## src/rtl/fetch_unit.sv

```systemverilog
// Instruction fetch sequencer: drives the PC onto the address bus, runs a req/ack
// memory read and holds the fetched word in a valid/ready instruction register.
module fetch_unit #(
    parameter int unsigned ADDR_SIZE = 32,
    parameter int unsigned DATA_SIZE = 32
) (
    input  logic                 clk,
    input  logic                 rst,
    input  logic                 fetch_en,
    input  logic                 flush,
    output logic                 pc_oe,
    output logic                 pc_inc,
    input  logic [ADDR_SIZE-1:0] addr_bus,
    output logic [ADDR_SIZE-1:0] mem_addr,
    output logic                 mem_rd,
    input  logic                 mem_ack,
    input  logic [DATA_SIZE-1:0] mem_data,
    output logic [DATA_SIZE-1:0] ir,
    output logic [ADDR_SIZE-1:0] ir_addr,
    output logic                 ir_valid,
    input  logic                 ir_ready,
    output logic                 busy
);

    typedef enum logic [2:0] {
        IDLE  = 3'd0,
        ADDR  = 3'd1,
        MEM   = 3'd2,
        DRAIN = 3'd3,
        HOLD  = 3'd4
    } state_e;

    state_e                 state_q, state_d;
    logic [ADDR_SIZE-1:0]   mem_addr_q, mem_addr_d;
    logic [ADDR_SIZE-1:0]   ir_addr_q, ir_addr_d;
    logic [DATA_SIZE-1:0]   ir_q, ir_d;
    logic                   ir_valid_q, ir_valid_d;

    // State and datapath registers
    always_ff @(posedge clk or posedge rst) begin
        if (rst) begin
            state_q    <= IDLE;
            mem_addr_q <= '0;
            ir_addr_q  <= '0;
            ir_q       <= '0;
            ir_valid_q <= 1'b0;
        end else begin
            state_q    <= state_d;
            mem_addr_q <= mem_addr_d;
            ir_addr_q  <= ir_addr_d;
            ir_q       <= ir_d;
            ir_valid_q <= ir_valid_d;
        end
    end

    // Next-state and strobe decode; strobes depend on state only (flush gates pc_inc)
    always_comb begin
        state_d    = state_q;
        mem_addr_d = mem_addr_q;
        ir_addr_d  = ir_addr_q;
        ir_d       = ir_q;
        ir_valid_d = ir_valid_q;
        pc_oe      = 1'b0;
        pc_inc     = 1'b0;
        mem_rd     = 1'b0;

        case (state_q)
            IDLE: begin
                if (fetch_en && !flush) state_d = ADDR;
            end
            ADDR: begin
                pc_oe  = 1'b1;
                pc_inc = !flush;
                if (flush) begin
                    state_d = IDLE;
                end else begin
                    mem_addr_d = addr_bus;
                    state_d    = MEM;
                end
            end
            MEM: begin
                mem_rd = 1'b1;
                if (mem_ack) begin
                    if (!flush) begin
                        ir_d       = mem_data;
                        ir_addr_d  = mem_addr_q;
                        ir_valid_d = 1'b1;
                        state_d    = HOLD;
                    end else begin
                        state_d = IDLE;
                    end
                end else if (flush) begin
                    // A request is never withdrawn; wait out the ack and drop the data
                    state_d = DRAIN;
                end
            end
            DRAIN: begin
                mem_rd = 1'b1;
                if (mem_ack) state_d = IDLE;
            end
            HOLD: begin
                if (flush) begin
                    ir_valid_d = 1'b0;
                    state_d    = IDLE;
                end else if (ir_ready) begin
                    ir_valid_d = 1'b0;
                    state_d    = fetch_en ? ADDR : IDLE;
                end
            end
            default: begin
                state_d = IDLE;
            end
        endcase
    end

    assign busy     = (state_q != IDLE);
    assign mem_addr = mem_addr_q;
    assign ir       = ir_q;
    assign ir_addr  = ir_addr_q;
    assign ir_valid = ir_valid_q;

endmodule

```

## config.mk

```make
export PLATFORM = sky130hd
export DESIGN_NAME = fetch_unit
export DESIGN_NICKNAME = d
export VERILOG_FILES = /design/src/rtl/fetch_unit.sv
export SDC_FILE = /design/constraint.sdc
export NUM_CORES = 1
export LEC_CHECK = 0
export ABC_AREA = 1
export CAP_MARGIN = 20
export CORE_UTILIZATION = 43
export CTS_CLUSTER_DIAMETER = 100
export CTS_CLUSTER_SIZE = 25
export DETAILED_ROUTE_END_ITERATION = 6
export GPL_ROUTABILITY_DRIVEN = 0
export PLACE_DENSITY = 0.8
export SYNTH_ARGS = -nofsm -noshare
export SYNTH_HDL_FRONTEND = slang
export SYNTH_SLANG_ARGS = --single-unit
export TNS_END_PERCENT = 50
```

## constraint.sdc

```tcl
create_clock -name clk -period 3.5 [get_ports clk]
set_input_delay 0.525 -clock clk [delete_from_list [all_inputs] [get_ports clk]]
set_output_delay 0.525 -clock clk [all_outputs]
set_load 0.005 [all_outputs]
```

## Word-level counts from Yosys, hierarchy flattened

Index checks and enable logic that the tools add are counted.
Widths: inputs -> output; s select.

| storage, ports and cells | value |
|---|---|
| register bits | 100 |
| word-level logic and storage cells | 44 |

| cells by class | value |
|---|---|
| eq/ne operators | 10 |
| muxes and demuxes | 18 |
| bitwise logic cells | 1 |
| reduce and logical (&&, ||, !) cells | 10 |

Operators by type and width:

| operator | count |
|---|---|
| $mux 3 | 7 |
| $pmux 3 s5 | 1 |
| $mux 1 | 8 |
| $ne 2x2->1 const B | 4 |
| $reduce_and 4->1 | 2 |
| $eq 3x2->1 const B | 2 |
| $ne 3x3->1 const B | 2 |
| $eq 3x1->1 const B | 1 |
| $eq 3x3->1 const B | 1 |
| $logic_not 3->1 | 1 |
| $reduce_and 3->1 | 1 |
| $reduce_bool 3->1 | 1 |
| $mux 2 | 1 |
| $pmux 1 s2 | 1 |
| $reduce_and 2->1 | 1 |
| $reduce_bool 2->1 | 1 |
| $reduce_or 2->1 | 1 |
| $logic_and 1x1->1 | 1 |
| $logic_not 1->1 | 1 |
| $not 1->1 | 1 |

## Longest topological paths before layout

| depth | value |
|---|---|
| depth in word-level cells | 4 |
| mapped depth | 8 |
| depth with buffers taken out | 7 |

## Least setup slack after synthesis

No wires, ideal clock.

| timing path | value |
|---|---|
| path type | register to output |
| start | register state_q[1] |
| end | output port pc_inc |
| arrival | 1081 ps |
| slack | 1894 ps |
| stages on the path, launching flop included | 6 |
| path buffers | 2 |
| cell sequence | dfrtp_1 nor3_2 nand2_1 inv_2 buf_6 buf_6 |

| between the ends | value |
|---|---|
| word-level cells in the longest chain between the ends | 2 |

Ends and longest elaborated chain:

| what | RTL line | text |
|---|---|---|
| from (decl) | 33 | `state_e state_q, state_d;` |
| from (signal assigned) | 48 | `state_q <= state_d;` |
| $eq 3x1->1 | 67 | `case (state_q)` |
| $mux 1 | 67 |  |
| to (decl) | 12 | `output logic pc_inc,` |

Every way passes these cells.

## Worst setup path after layout

| timing path | value |
|---|---|
| start | input port flush |
| end | output port pc_inc |

| between the ends | value |
|---|---|
| word-level cells in the longest chain between the ends | 2 |

Ends and longest elaborated chain:

| what | RTL line | text |
|---|---|---|
| from (decl) | 10 | `input logic flush,` |
| $logic_not 1->1 | -- |  |
| $mux 1 | 67 |  |

Every way passes these cells.

==> impl_metrics.tcl <==
set metrics [dict create \
    status "finished, final reports clean" \
    sw_frac_of_total_pct 32.19 \
    synthCells 416 \
    vias_per_cell 4.571 \
    post_cts_buffers 0 \
    critical_path.max_stage_delay_ps 540 \
    tightest_slew_ps 710.8 \
    worstSetupStartpointType "input pin" \
    synth_top_family_by_area "compound AO/OA/AOI/OAI gates" \
    num_rows 35 \
    stdcell_area_um2 6038 \
    path_delay_family "buffers and inverters" \
    p_sw_w 0.001567 \
    placement.io_buffers 170 \
    synthesis.nets 486 \
    min_path_type "reg2reg" \
    rsz0062_at_grt "no" \
    synth_seq_cells 100 \
    numClockSinks 100 \
    p_int_w 0.003302 \
    drv_slew 0 \
    antenna_cells 0 \
    crit_type "in2out" \
    synth-simple-area-share_pct 12.07 \
    synthAdderAreaFrac_pct 0 \
    syn_avg_cell_area_um2 9.916 \
    critPathBufInv 4 \
    min_period_ps 2395 \
    drcViolationCount 0 \
    yosys_warnings 0 \
    fillers 776 \
    final_nets 649 \
    rr_worst_depth 5 \
    cp_max_fo 4 \
    syn_to_final_growth_pct 46.38 \
    dp_hpwl_um 6566 \
    grt_pass1_vias 3215 \
    maxCapViolations 0 \
    groute.usage.overall_pct 19.58 \
    fin_crit_sh_pct 68.44 \
    seqPwrFrac_pct 40.5 \
    wl_per_cell_um 13.06 \
    cp_common_cell "clkdlybuf4s50_1" \
    cts-htree-levels 3 \
    power.density_nw_per_um2 806.4 \
    cts_resized 0 \
    core-area_um2 9284 \
    place_area_um2 5836 \
    cp.depth 5 \
    first_pass_iters 4 \
    final_antenna_net_count 0 \
    clock_tree.root_cell "clkbuf_8" \
    setup_tns_ps 0 \
    cts_tree "done" \
    synth_xor_area_share_pct 0 \
    drive_above_1_share_pct 11.47 \
    clock_latency_ps 360 \
    hold_path_depth 2 \
    setup_viol 0 \
    seq_area_frac_synth_pct 60.66 \
    multi_input_area_um2 1154 \
    grt_first_pass_wirelength_um 15270 \
    die_x_um 99.95 \
    power_leakage_nw 2.841 \
    fmaxAchievable_ghz 0.4175 \
    vias 3259 \
    grt_max_degree 84 \
    clk_pin_slew_worst_paths_ps 100 \
    pwr-share-comb_pct 44.1 \
    cp.arrival_ps 1870 \
    antenna_found_initial 0 \
    relSlewSlack_pct 52.61 \
    boundaryPins 171 \
    fin_util_pct 65.04 \
    syn_area_um2 4125 \
    cts_hold_buffers 0 \
    drt-total-wl_um 9312 \
    fin_skew_ps 13.47 \
    pwr-share-clk_pct 15.5 \
    cts_buffers 9 \
    peakVddDrop_mv 0.4209 \
    synth_mux_area_share_pct 0 \
    worstPathRequired_ps 2970 \
    reg2reg_slack_ps 1450 \
    critical-path-slowest-cell "clkdlybuf4s50_1" \
    synth-compound-area-share_pct 15.71 \
    worstPathCellList "clkdlybuf4s50_1 > inv_1 > nand2_1 > inv_2 > clkdlybuf4s50_1" \
    drtIter0Drc 101 \
    seqCellArea_um2 2502 \
    die_y_um 99.95 \
    yosysUniqueCellTypes 15 \
    hold_viol 0 \
    overflow 0 \
    cp-end-kind "output pin" \
    start_util_pct 44.43 \
    clock_path_buffers 2 \
    dieArea_um2 9989 \
]
[power groups by stage]
stage	registers, W	clock network, W	logic, W
after floorplan	0.00201	0	0.000829
after global placement	0.00196	0	0.00211
after detailed placement	0.00199	0	0.00217
after CTS	0.00197	0.000774	0.00218
after global routing	0.00204	0.000825	0.00237
final	0.00197	0.000752	0.00215
[cell usage in the layout, fill, tap and decap left out]
| cell type | instances |
|---|---|
| dfrtp_1 | 100 |
| clkdlybuf4s50_1 | 170 |
| nor3_2 | 2 |
| o21ai_1 | 35 |
| buf_4 | 1 |
| clkinv_2 | 1 |
| o21ai_0 | 20 |
| nor2_1 | 8 |
| inv_1 | 68 |
| clkbuf_8 | 9 |
| a21oi_1 | 1 |
| inv_2 | 2 |
| nand3_1 | 5 |
| inv_4 | 1 |
| nand3_4 | 1 |
| buf_12 | 2 |
| bufinv_16 | 1 |
| inv_6 | 4 |
| clkinv_4 | 1 |
| nand2_1 | 110 |
| o21ai_2 | 42 |
[kinds of logic (layout without fill, tap and decap cells)]
group	count (synthesis)	after routing
AOI/OAI and AO/OA	98	98
buffers and inverters	92	260
and+or+nand+nor	126	126
DFF	100	100
[stage by stage]
step	cells	total power [W]	hold slack (ps)	worst slack [ps]
after floorplan	416	0.002842	476.0	356.2
after global placement	697	0.004072	464.4	1105
after detailed placement	697	0.004159	468.1	1099
after CTS	713	0.004930	491.3	1098
after global routing	713	0.005229	508.9	1043
final	713	0.004869	490.1	1105
[per-layer routing]
layer	wire (um)	part of all wire, %	global-route usage (%)
met5	0	0	0
met4	170	1.8	7.353
met2	4414	47	31.72
met1	3990	43	24.68
met3	737	7.9	6.128
[flip-flops by register name, indices dropped and copies added, names as in the netlist]
| name | cells |
|---|---|
| mem_addr | 32 |
| state_q | 3 |
| ir_valid | 1 |
| ir_addr | 32 |
| ir | 32 |
[final cells by class]
type | count | area share, %
well taps | 129 | 2.673
clock inverters | 7 | 1.305
clock buffers | 9 | 2.051
flip-flops and latches | 100 | 41.44
inverters | 71 | 4.455
repair buffers | 173 | 28.97
multi-input cells | 224 | 19.10
[synth_stat cells]
cell,instances,area [um2]
o21ai_1,35,175.2
nand2_1,110,412.9
clkbuf_1,4,15.01
dfrtp_1,100,2502
o21ai_0,20,100.1
inv_1,69,259.0
buf_6,16,180.2
nand3_2,1,10.01
buf_8,1,15.01
nor2_1,8,30.03
nor3_2,2,20.02
o21ai_2,42,367.9
a21oi_1,1,5.000
nand3_1,5,25.02
inv_2,2,7.510
[final timing paths]
path	start	to
min	ir[26]$_DFFE_PP0P_	ir[26]$_DFFE_PP0P_
min reg2reg	ir[26]$_DFFE_PP0P_	ir[26]$_DFFE_PP0P_
max reg2reg	state_q[2]$_DFFE_PP0P_	ir_addr[15]$_DFFE_PP0P_
min in group asynchronous	rst	ir[23]$_DFFE_PP0P_
max	flush	pc_inc
max in group asynchronous	rst	ir_addr[18]$_DFFE_PP0P_
[worst register-to-register path, delay by kind of cell, from the launching register on]
family,cells,cell delay (ps)
AO/OA/AOI/OAI,1,60
AND/OR/NAND/NOR,3,1000
flip-flops,1,450
buffers and inverters,1,420
No activity file was read; power rests on OpenSTA's default activity.
